`config.mk`:
```
export PLATFORM = sky130hd
export DESIGN_NAME = pending_encoder
export DESIGN_NICKNAME = d
export VERILOG_FILES = /design/src/rtl/pending_encoder_pkg.sv /design/src/rtl/prio_enc_comb.sv /design/src/rtl/pending_encoder.sv
export SDC_FILE = /design/constraint.sdc
export NUM_CORES = 1
export LEC_CHECK = 0
export CAP_MARGIN = 20
export CELL_PAD_IN_SITES_DETAIL_PLACEMENT = 1
export CELL_PAD_IN_SITES_GLOBAL_PLACEMENT = 1
export CORE_AREA = 2 2 39 41
export DETAILED_ROUTE_END_ITERATION = 6
export DIE_AREA = 0 0 41 43
export DONT_BUFFER_PORTS = 1
export HOLD_SLACK_MARGIN = 0.06
export MAX_ROUTING_LAYER = met4
export PLACE_DENSITY = 0.53
export SETUP_SLACK_MARGIN = 0.1
export SLEW_MARGIN = 20
export SYNTH_ARGS = -nofsm -noshare
export SYNTH_HDL_FRONTEND = slang
export SYNTH_SLANG_ARGS = --single-unit
```
`constraint.sdc`:
```
create_clock -name clk -period 1.05 [get_ports clk]
set_input_delay 0.105 -clock clk [delete_from_list [all_inputs] [get_ports clk]]
set_output_delay 0.105 -clock clk [all_outputs]
set_load 0.05 [all_outputs]
```
`src/rtl/pending_encoder_pkg.sv`:
```
// Shared types and helpers for the pending-request priority encoder.
package pending_encoder_pkg;

    typedef enum logic {
        S_IDLE    = 1'b0,
        S_PRESENT = 1'b1
    } state_t;

    localparam int N_DEFAULT = 4;
    localparam int N_MAX     = 16;

    // Callers truncate the result to their own request width.
    function automatic logic [N_MAX-1:0] onehot(input int unsigned idx);
        return {{(N_MAX-1){1'b0}}, 1'b1} << idx;
    endfunction

endpackage

```
`src/rtl/prio_enc_comb.sv`:
```
// Combinational lowest-set-bit encoder: index 0 has the highest priority.
module prio_enc_comb #(
    parameter int N = 4,
    localparam int W = $clog2(N)
) (
    input  logic [N-1:0] vec,
    output logic [W-1:0] idx,
    output logic         any
);

    always_comb begin
        idx = '0;
        any = |vec;
        // Walk from the top down so the lowest set bit is the last one written.
        for (int i = N - 1; i >= 0; i--) begin
            if (vec[i]) begin
                idx = W'(i);
            end
        end
    end

endmodule

```
`src/rtl/pending_encoder.sv`:
```
// Latches request pulses into a pending set and hands out the lowest pending
// index one at a time over a valid/ready handshake.
module pending_encoder
    import pending_encoder_pkg::*;
#(
    parameter int N = N_DEFAULT,
    localparam int W = $clog2(N)
) (
    input  logic         clk,
    input  logic         rst_n,
    input  logic         en,
    input  logic [N-1:0] req,
    input  logic         ready,
    output logic [W-1:0] code,
    output logic         valid,
    output logic [N-1:0] pending,
    output logic         multi,
    output state_t       state
);

    // Handshake: a code transfers on any rising edge where valid && ready.
    // Once valid rises, code stays fixed until that transfer; ready is
    // ignored while valid is low.

    logic [W-1:0] enc_idx;
    logic         enc_any;
    logic [N-1:0] clr;

    prio_enc_comb #(.N(N)) u_prio (
        .vec (pending),
        .idx (enc_idx),
        .any (enc_any)
    );

    assign clr   = (valid && ready) ? N'(onehot(32'(code))) : '0;
    assign multi = |(pending & (pending - N'(1)));

    // A request landing on the bit being cleared wins, so it is served again.
    always_ff @(posedge clk or negedge rst_n) begin
        if (!rst_n) begin
            pending <= '0;
            code    <= '0;
            valid   <= 1'b0;
            state   <= S_IDLE;
        end else begin
            pending <= (pending & ~clr) | (en ? req : '0);
            case (state)
                S_IDLE: begin
                    if (enc_any) begin
                        code  <= enc_idx;
                        valid <= 1'b1;
                        state <= S_PRESENT;
                    end
                end
                S_PRESENT: begin
                    if (ready) begin
                        valid <= 1'b0;
                        state <= S_IDLE;
                    end
                end
                default: begin
                    valid <= 1'b0;
                    state <= S_IDLE;
                end
            endcase
        end
    end

endmodule

```
==> metrics.md, run 1 <==
| Metric | Value |
|---|---|
| Power, Total | `1.72 mW` |
| Final Hold Vio Count | `0` |
| Syn_nets | `45` |
| Most common cell after layout, fill and taps aside | `buf_6` |
| Share of post-route cells with drive strength above 1 | `0.712` |
| CP peak stage delay | `0.46 ns` |
| DRC viols | `0` |
| Global-route wire length before repair | `2550 um` |
| Cell Area, Synth | `374 um2` |
| #FFs+latches synth | `8` |
| Die span in y | `43 um` |
| Slowest cell on the critical path | `dfrtp_2` |
| Die Footprint | `1760 um2` |
| Num rows | `14` |
| Yosys cell types | `18` |
| Crit. End Element | `output port` |
| Antenna Cells | `0` |
| Final Skew | `0.000259 ns` |
| PD cells | `1950 nW/um2` |
| CP required | `0.94 ns` |
| Via count | `451` |
| Area Growth Syn to Fin | `136%` |
| Main flop type after synthesis | `dfrtp_1` |
| Mean Syn Cell Area | `10.1 um2` |
| Vias in the first global route | `529` |
| Final setup violation count | `9` |
| Clock Pin Slew Worst Setup and Hold Paths | `0.06 ns` |
| Critical Path Fanout Max | `4` |
| Root Buffer | `clkbuf_4` |
| WP buf/inv | `1` |
| Clock Latency Late Sink | `0.26 ns` |
| Total GRT Usage | `0.235` |
| Antenna-violating nets left | `0` |
| Type of the worst min-delay path | `primary input to flop` |
| Nets@finish | `83` |
| Most frequent cells in the layout | `buf_6, dfrtp_2, dlygate4sd3_1, buf_8, buf_4` |
| Area leader, netlist | `dfrtp_1` |
| WL/cell | `18.3 um` |
| Worst setup SP type | `flop` |
| Initial DRC count | `3` |
| I/O pin count | `17` |
| Syn. warnings | `0` |
| CP arrival | `1.26 ns` |
| Sequential area share after synthesis | `0.535` |
| Crit path max-delay family | `flip-flops` |
| Total of max-cap violations | `0` |
| GRT overflow | `0` |
| Via density | `5.07` |
| Die width | `41 um` |
| Worst vdd ir | `965 uV` |
| Leakage | `0.375 nW` |
| Final Max Tran Viols | `0` |
| DR pass1 iterations | `2` |
| CTS HTree Levels | `1` |
| Initial antenna violation count | `0` |
| Post-Route WL | `1630 um` |
| F_max | `733 MHz` |
| Rel. slew slack | `0.750` |
| Synth top area cells | `dfrtp_1, nor2_1, a22o_1` |
| DP Wirelength | `857 um` |
| CP Class | `flop to output port` |
| Clock sink count | `8` |
| Port buffer count | `0` |
| Util after Layout | `0.639` |
| Syn Inst Count | `37` |
| Worst-margin pin slew | `0.374 ns` |
| Period utilization | `1.30` |
| Violated checks | `negative setup slack` |
| Period minus WS final | `1.36 ns` |
| Final hold slack | `0.0698 ns` |
| Post-synth EDFFs | `0` |
| Setup ws final | `-0.314 ns` |
| GP Congestion | `0.751` |
| Async set-reset flop share out of synthesis | `1.00` |
| Core Box Area | `1380 um2` |
| Initial Utilization | `0.270` |
| Max clock buf depth | `2` |
| CTS tree | `yes` |
| Status | `complete, but fails checks` |
| CTS Buf Count | `3` |
| Unrepaired setup endpoints after global routing | `yes` |
| Crit-path cells | `a211oi_4 > nor2_4 > buf_12` |
| Top-area cell type share of the netlist area | `0.535` |
| Largest net degree at the start of global routing | `9` |
## cell families after synthesis
kind of cell	Yosys count	share of synthesized area
mux	1	0.0268
simple gates	16	0.211
flops	8	0.535
compound gates	10	0.204
buf+inv	2	0.0234
## state kept, by name, summed over array words and instances (netlist names)
register / flops
valid: 1
code: 2
state: 1
pending: 4
## area by class of cell
class	instances	area (um2)
clock buffer	3	22.5
multi-input combinational	27	238
fill	138	499
inverter	1	3.75
timing repair buffer	34	390
tap	16	20.0
sequential	8	210
## per-layer routing
| layer | part of all wire | up-vias | global-route usage |
|---|---|---|---|
| met2 | 0.57 | 14 | 0.384 |
| met5 | 0 | - | - |
| met3 | 0.033 | 4 | 0.0471 |
| met1 | 0.38 | 226 | 0.254 |
| met4 | 0.017 | 0 | 0.120 |
| li1 | - | 207 | - |
## final timing paths
path                                      start              endpoint  slack (ns)  cells after the start
setup / recovery           pending[3]$_DFF_PN0_                 multi       -0.31                      3
hold / removal                            ready  pending[1]$_DFF_PN0_        0.07                      3
setup reg to reg           pending[3]$_DFF_PN0_       state$_DFF_PN0_       -0.22                      4
hold reg to reg             code[0]$_DFFE_PN0P_   code[0]$_DFFE_PN0P_        0.62                      1
max in group asynchronous                 rst_n  pending[3]$_DFF_PN0_        0.57                      1
min in group asynchronous                 rst_n       state$_DFF_PN0_        0.20                      1
## timing repair
action / CTS / global route
hold buffers: 7 / 0
resized for setup: 30 / 13
setup endpoints to repair: 14 / 16
pin swaps: 8 / 8
endpoints found under the hold margin: 14 / 0
buffers inserted: 12 / 3
## worst reg2reg max path, cell delays in order, from the launching register on
cell and delay (ns):
dfrtp_2 0.46, buf_6 0.14, buf_6 0.11, nor4_4 0.31, mux2i_1 0.13
## cell usage after synthesis (all sizes together), types with 2 or more instances
master and count:
a211oi 2, a22o 3, dfrtp 8, nand2 4, nand3 2, nor2 7
o21ai 2, o22a 2
## where the power goes
group          total, mW  switching (mW)  internal [mW]
combinational      0.965           0.469          0.496
clock              0.246           0.115          0.131
sequential         0.511           0.133          0.378
## metrics by stage
| step | cells | setup WS (ns) | setup TNS, ns | instance area, um2 |
|---|---|---|---|---|
| after floorplan | 37 | -0.0638 | -0.104 | 410 |
| after global placement | 66 | -0.000982 | -0.000982 | 534 |
| after detailed placement | 66 | -0.0311 | -0.0565 | 534 |
| after CTS | 88 | -0.283 | -1.23 | 835 |
| after global routing | 89 | -0.347 | -1.75 | 885 |
| final | 89 | -0.314 | -1.42 | 885 |
(Power assumes the default switching activity.)
==> run 2: changes to the inputs <==
--- a/config.mk
+++ b/config.mk
@@ -17,5 +17,4 @@
 export PLACE_DENSITY = 0.53
 export SETUP_SLACK_MARGIN = 0.1
-export SLEW_MARGIN = 20
 export SYNTH_ARGS = -nofsm -noshare
 export SYNTH_HDL_FRONTEND = slang
==> constraint.sdc (replaced) <==
create_clock -name clk -period 1.05 [get_ports clk]
set_input_delay 0.105 -clock clk [delete_from_list [all_inputs] [get_ports clk]]
set_output_delay 0.105 -clock clk [all_outputs]
set_load 0.1 [all_outputs]
==> metrics.md, run 2 (same netlist as run 1, synthesis figures left out) <==
| Metric | Value |
|---|---|
| Status | `complete, but fails checks` |
| Violated checks | `negative setup slack` |
| Most frequent cells in the layout | `buf_4, buf_6, buf_12, dfrtp_4, dlygate4sd3_1` |
| Fin Setup TNS | `-2.56 ns` |
| DP Wirelength | `832 um` |
| R2R depth | `4` |
| CP Class | `flop to output port` |
| Setup ws final | `-0.358 ns` |
| Initial Utilization | `0.270` |
| Util after Layout | `0.715` |
| Port buffer count | `0` |
| Period minus WS final | `1.41 ns` |
| CP arrival | `1.30 ns` |
| Rel. slew slack | `0.729` |
| PD cells | `2160 nW/um2` |
| Area Growth Syn to Fin | `165%` |
| Total GRT Usage | `0.242` |
| Clock Latency Late Sink | `0.26 ns` |
| Worst-margin pin slew | `0.406 ns` |
| Initial antenna violation count | `0` |
| Core Box Area | `1380 um2` |
| Final Max Tran Viols | `0` |
| Nets@finish | `88` |
| Max reg flops | `4` |
| Worst vdd ir | `1090 uV` |
| R2R setup slack | `-0.28 ns` |
| DR pass1 iterations | `3` |
| F_max | `710 MHz` |
| Power, Total | `2.13 mW` |
| Clock sink count | `8` |
| Via count | `478` |
| Global-route wire length before repair | `2680 um` |
| Via density | `5.09` |
| Type of the worst min-delay path | `primary input to flop` |
| DRC viols | `0` |
| GRT overflow | `0` |
| Final hold slack | `0.0929 ns` |
| Antenna Cells | `0` |
| Top Registers | `pending x4, code x2` |
| Final Hold Vio Count | `0` |
| Largest net degree at the start of global routing | `9` |
| Antenna-violating nets left | `0` |
| Clock Pin Slew Worst Setup and Hold Paths | `0.07 ns` |
| Leakage | `0.418 nW` |
| RR Startpoint | `pending[1]$_DFF_PN0_` |
| FF-to-FF End | `valid$_DFFE_PN0P_` |
| Non-filler cells, final | `94` |
| Vias in the first global route | `553` |
| Critical Path Fanout Max | `4` |
| CTS Buf Count | `3` |
| Crit. End Element | `output port` |
| Final Skew | `0.0114 ns` |
| Worst setup SP type | `flop` |
| Setup crit start | `pending[1]$_DFF_PN0_` |
| Num rows | `14` |
| Share of post-route cells with drive strength above 1 | `0.705` |
| Unrepaired setup endpoints after global routing | `yes` |
| I/O pin count | `17` |
| Max clock buf depth | `2` |
| Die Footprint | `1760 um2` |
| CP required | `0.94 ns` |
| Period utilization | `1.34` |
| Initial DRC count | `1` |
| CTS tree | `yes` |
| Largest register by flop count | `pending` |
| WL/cell | `19.4 um` |
| CP Capture Point | `multi` |
| Final setup violation count | `14` |
| Post-Route WL | `1820 um` |
| GP Congestion | `0.756` |
| Die width | `41 um` |
| Root Buffer | `clkbuf_4` |
| Total of max-cap violations | `0` |
| CTS HTree Levels | `1` |
| Placed insts | `67` |
| Die span in y | `43 um` |
run 2: changes by cell type in the layout (fill, tap and decap cells not counted), moves of 3 or more:
cell	delta
dfrtp_4	+8
buf_12	+8
buf_4	+6
buf_8	-7
buf_6	-3
dfrtp_2	-8
run 2: routing by layer:
| layer | GRT usage | vias up | wire, um |
|---|---|---|---|
| li1 | - | 217 | - |
| met2 | 0.381 | 24 | 992 |
| met5 | - | - | 0 |
| met4 | 0.167 | 0 | 80 |
| met3 | 0.0524 | 10 | 77 |
| met1 | 0.253 | 227 | 670 |
run 2: how the worst min path moves through the flow:
stage	startpoint	end	slack, ns	depth (start not counted)
floorplan	rst_n	code[0]$_DFFE_PN0P_	-0.19	0
global placement	rst_n	code[0]$_DFFE_PN0P_	-0.19	0
detailed placement	rst_n	code[0]$_DFFE_PN0P_	-0.19	0
CTS	ready	pending[3]$_DFF_PN0_	0.07	2
global route	ready	pending[2]$_DFF_PN0_	0.1	2
finish	ready	pending[2]$_DFF_PN0_	0.09	2
run 2: cell type report:
type	instances	area, um2
timing repair buffer	39	467
fill	125	394
inverter	1	3.75
clock buffer	3	22.5
multi-input combinational	27	246
sequential	8	230
tap	16	20.0
run 2: critical path, cell delays in order (launching register included):
cell and delay, ns:
dfrtp_4 0.52, a211oi_4 0.29, nor2_4 0.06, buf_12 0.17
run 2: what timing repair did:
item                       in CTS  in global routing
hold buffers                    7                  1
setup endpoints to repair      17                 17
hold endpoints to repair       14                  1
setup buffers                  13                  4
gates cloned                    0                  0
resized for setup              36                  7
pin swaps                       7                  7
run 2: per-stage QoR:
step	instance area, um2	worst slack (ns)
after floorplan	450	-0.332
after global placement	594	-0.0718
after detailed placement	594	-0.0959
after CTS	933	-0.337
after global routing	990	-0.392
final	990	-0.358
run 2: report_power, final:
group / switching [mW] / internal [mW] / total (mW) / leakage [nW]
sequential: 0.129 / 0.405 / 0.535 / 0.0813
combinational: 0.749 / 0.600 / 1.35 / 0.323
clock: 0.119 / 0.132 / 0.251 / 0.0138
==> run 3: changes to the inputs <==
==> constraint.sdc (replaced) <==
create_clock -name clk -period 1.05 [get_ports clk]
set_input_delay 0.105 -clock clk [delete_from_list [all_inputs] [get_ports clk]]
set_output_delay 0.105 -clock clk [all_outputs]
set_load 0.005 [all_outputs]
==> metrics.md, run 3 (same netlist as run 1, synthesis figures left out) <==
| Metric | Value |
|---|---|
| GP Congestion | `0.742` |
| Crit path max-delay family | `flip-flops` |
| Total of max-cap violations | `0` |
| RR Startpoint | `pending[3]$_DFF_PN0_` |
| Worst vdd ir | `523 uV` |
| Clock Pin Slew Worst Setup and Hold Paths | `0.05 ns` |
| Type of the worst min-delay path | `primary input to flop` |
| Multi-input gate area | `189 um2` |
| Total GRT Usage | `0.149` |
| Area Growth Syn to Fin | `46.2%` |
| Die span in y | `43 um` |
| I/O pin count | `17` |
| CTS Buf Count | `3` |
| Critical Path Fanout Max | `7` |
| WP buf/inv | `0` |
| CP required | `0.94 ns` |
| Initial DRC count | `5` |
| Most frequent cells in the layout | `dlygate4sd3_1, dfrtp_2, nor2_1, nand2_1, clkbuf_4` |
| Initial antenna violation count | `0` |
| Clock Latency Late Sink | `0.27 ns` |
| Share of post-route cells with drive strength above 1 | `0.380` |
| Power, Total | `0.990 mW` |
| Rel. slew slack | `0.748` |
| Antenna Cells | `0` |
| Crit-path cells | `a211oi_2 > nor2_1` |
| Reg power frac | `0.516` |
| Slowest cell on the critical path | `dfrtp_2` |
| CTS tree | `yes` |
| Via density | `5.24` |
| Vias in the first global route | `347` |
| Port buffer count | `0` |
| Unrepaired setup endpoints after global routing | `yes` |
| GRT overflow | `0` |
| Worst setup SP type | `flop` |
| CP Class | `flop to output port` |
| Post-Route WL | `1100 um` |
| CP arrival | `1.04 ns` |
| P_int | `0.648 mW` |
| Violated checks | `negative setup slack` |
| Reg area | `208 um2` |
| DR pass1 iterations | `2` |
| Max reg flops | `4` |
| Clock sink count | `8` |
| Top Registers | `pending x4, code x2` |
| Antenna-violating nets left | `0` |
| Most common cell after layout, fill and taps aside | `dlygate4sd3_1` |
| Final Max Tran Viols | `0` |
| Period minus WS final | `1.15 ns` |
| Global-route wire length before repair | `1600 um` |
| Comb pwr share | `0.215` |
| WL/cell | `16.6 um` |
| CTS HTree Levels | `1` |
| Max clock buf depth | `2` |
| Core Box Area | `1380 um2` |
| Clk pwr share | `0.269` |
| Final Skew | `0.0164 ns` |
| DRC viols | `0` |
| Largest net degree at the start of global routing | `9` |
| DP Wirelength | `709 um` |
| Initial Utilization | `0.270` |
| F_max | `871 MHz` |
| Period utilization | `1.09` |
| Placement Setup Slack | `0.0354 ns` |
| Worst-margin pin slew | `0.377 ns` |
| Die width | `41 um` |
| Crit. End Element | `output port` |
| Final Hold Vio Count | `0` |
| PD cells | `1810 nW/um2` |
| Filler cells | `159` |
| Num rows | `14` |
| Via count | `346` |
| Final setup violation count | `3` |
| Psw | `0.342 mW` |
| Switching Fraction | `0.346` |
| Setup crit start | `pending[0]$_DFF_PN0_` |
| Largest register by flop count | `pending` |
| Root Buffer | `clkbuf_4` |
| Setup ws final | `-0.0978 ns` |
| Die Footprint | `1760 um2` |
| Nets@finish | `59` |
| Status | `complete, but fails checks` |
| Min-delay src | `ready` |
| Leakage | `0.219 nW` |
| CP peak stage delay | `0.47 ns` |
[run 3: cell types whose count changed in the layout (fill, tap and decap cells not counted), moves of 2 or more]
| cell | before | now |
|---|---|---|
| buf_4 | 11 | 1 |
| buf_12 | 9 | 0 |
| buf_6 | 11 | 2 |
| dfrtp_4 | 8 | 0 |
| dfrtp_2 | 0 | 6 |
| nor2_1 | 2 | 5 |
| nor2_4 | 3 | 0 |
| a211oi_2 | 0 | 2 |
| a211oi_4 | 2 | 0 |
| dfrtp_1 | 0 | 2 |
[run 3: layer usage]
| metal | part of all wire | up-vias | GRT usage |
|---|---|---|---|
| met3 | 0.058 | 4 | 0.0524 |
| met1 | 0.43 | 166 | 0.163 |
| met2 | 0.48 | 13 | 0.216 |
| li1 | - | 163 | - |
| met5 | 0 | - | - |
| met4 | 0.022 | 0 | 0.100 |
[run 3: repair_timing]
item / in CTS / in global routing
endpoints found under the setup margin: 9 / 11
gates resized for setup: 8 / 4
setup buffers: 1 / 0
hold endpoints to repair: 14 / 0
pin swaps: 3 / 3
hold buffers: 7 / 0
[run 3: area by class of cell]
cell class / count / area share
Sequential cell: 8 / 0.380
Tap cell: 16 / 0.0366
Timing Repair Buffer: 10 / 0.183
Multi-Input combinational cell: 27 / 0.346
Inverter: 1 / 0.00686
Clock buffer: 4 / 0.0481
[run 3: worst paths after layout]
kind / slack, ns / to / depth (start not counted)
worst max-delay path: -0.1 / multi / 2
worst min-delay path: 0.07 / pending[1]$_DFF_PN0_ / 3
worst max register to register: 0 / state$_DFF_PN0_ / 2
worst min register to register: 0.61 / code[1]$_DFFE_PN0P_ / 1
max in group asynchronous: 0.55 / pending[0]$_DFF_PN0_ / 1
min in group asynchronous: 0.19 / code[0]$_DFFE_PN0P_ / 1
[run 3: worst reg2reg max path, stage by stage, from the launching register on]
cell	delay (ns)
dfrtp_2	0.49
nor4_4	0.31
mux2i_1	0.11
[run 3: stage by stage]
step	area, um2	utilization	setup TNS [ns]	hold slack, ns	instances
floorplan	375	-	0	-0.191	37
global placement	405	0.293	0	-0.190	54
detailed placement	405	0.293	0	-0.190	54
CTS	531	0.383	-0.227	0.0628	66
global route	547	0.395	-0.286	0.0735	66
finish	547	0.395	-0.102	0.0681	66
[run 3: power by group through the flow]
stage	Combinational, mW	Clock [mW]	Sequential [mW]
floorplan	0.0933	0	0.462
global placement	0.133	0	0.490
global route	0.234	0.291	0.522
CTS	0.203	0.284	0.498
finish	0.213	0.266	0.511
detailed placement	0.136	0	0.492
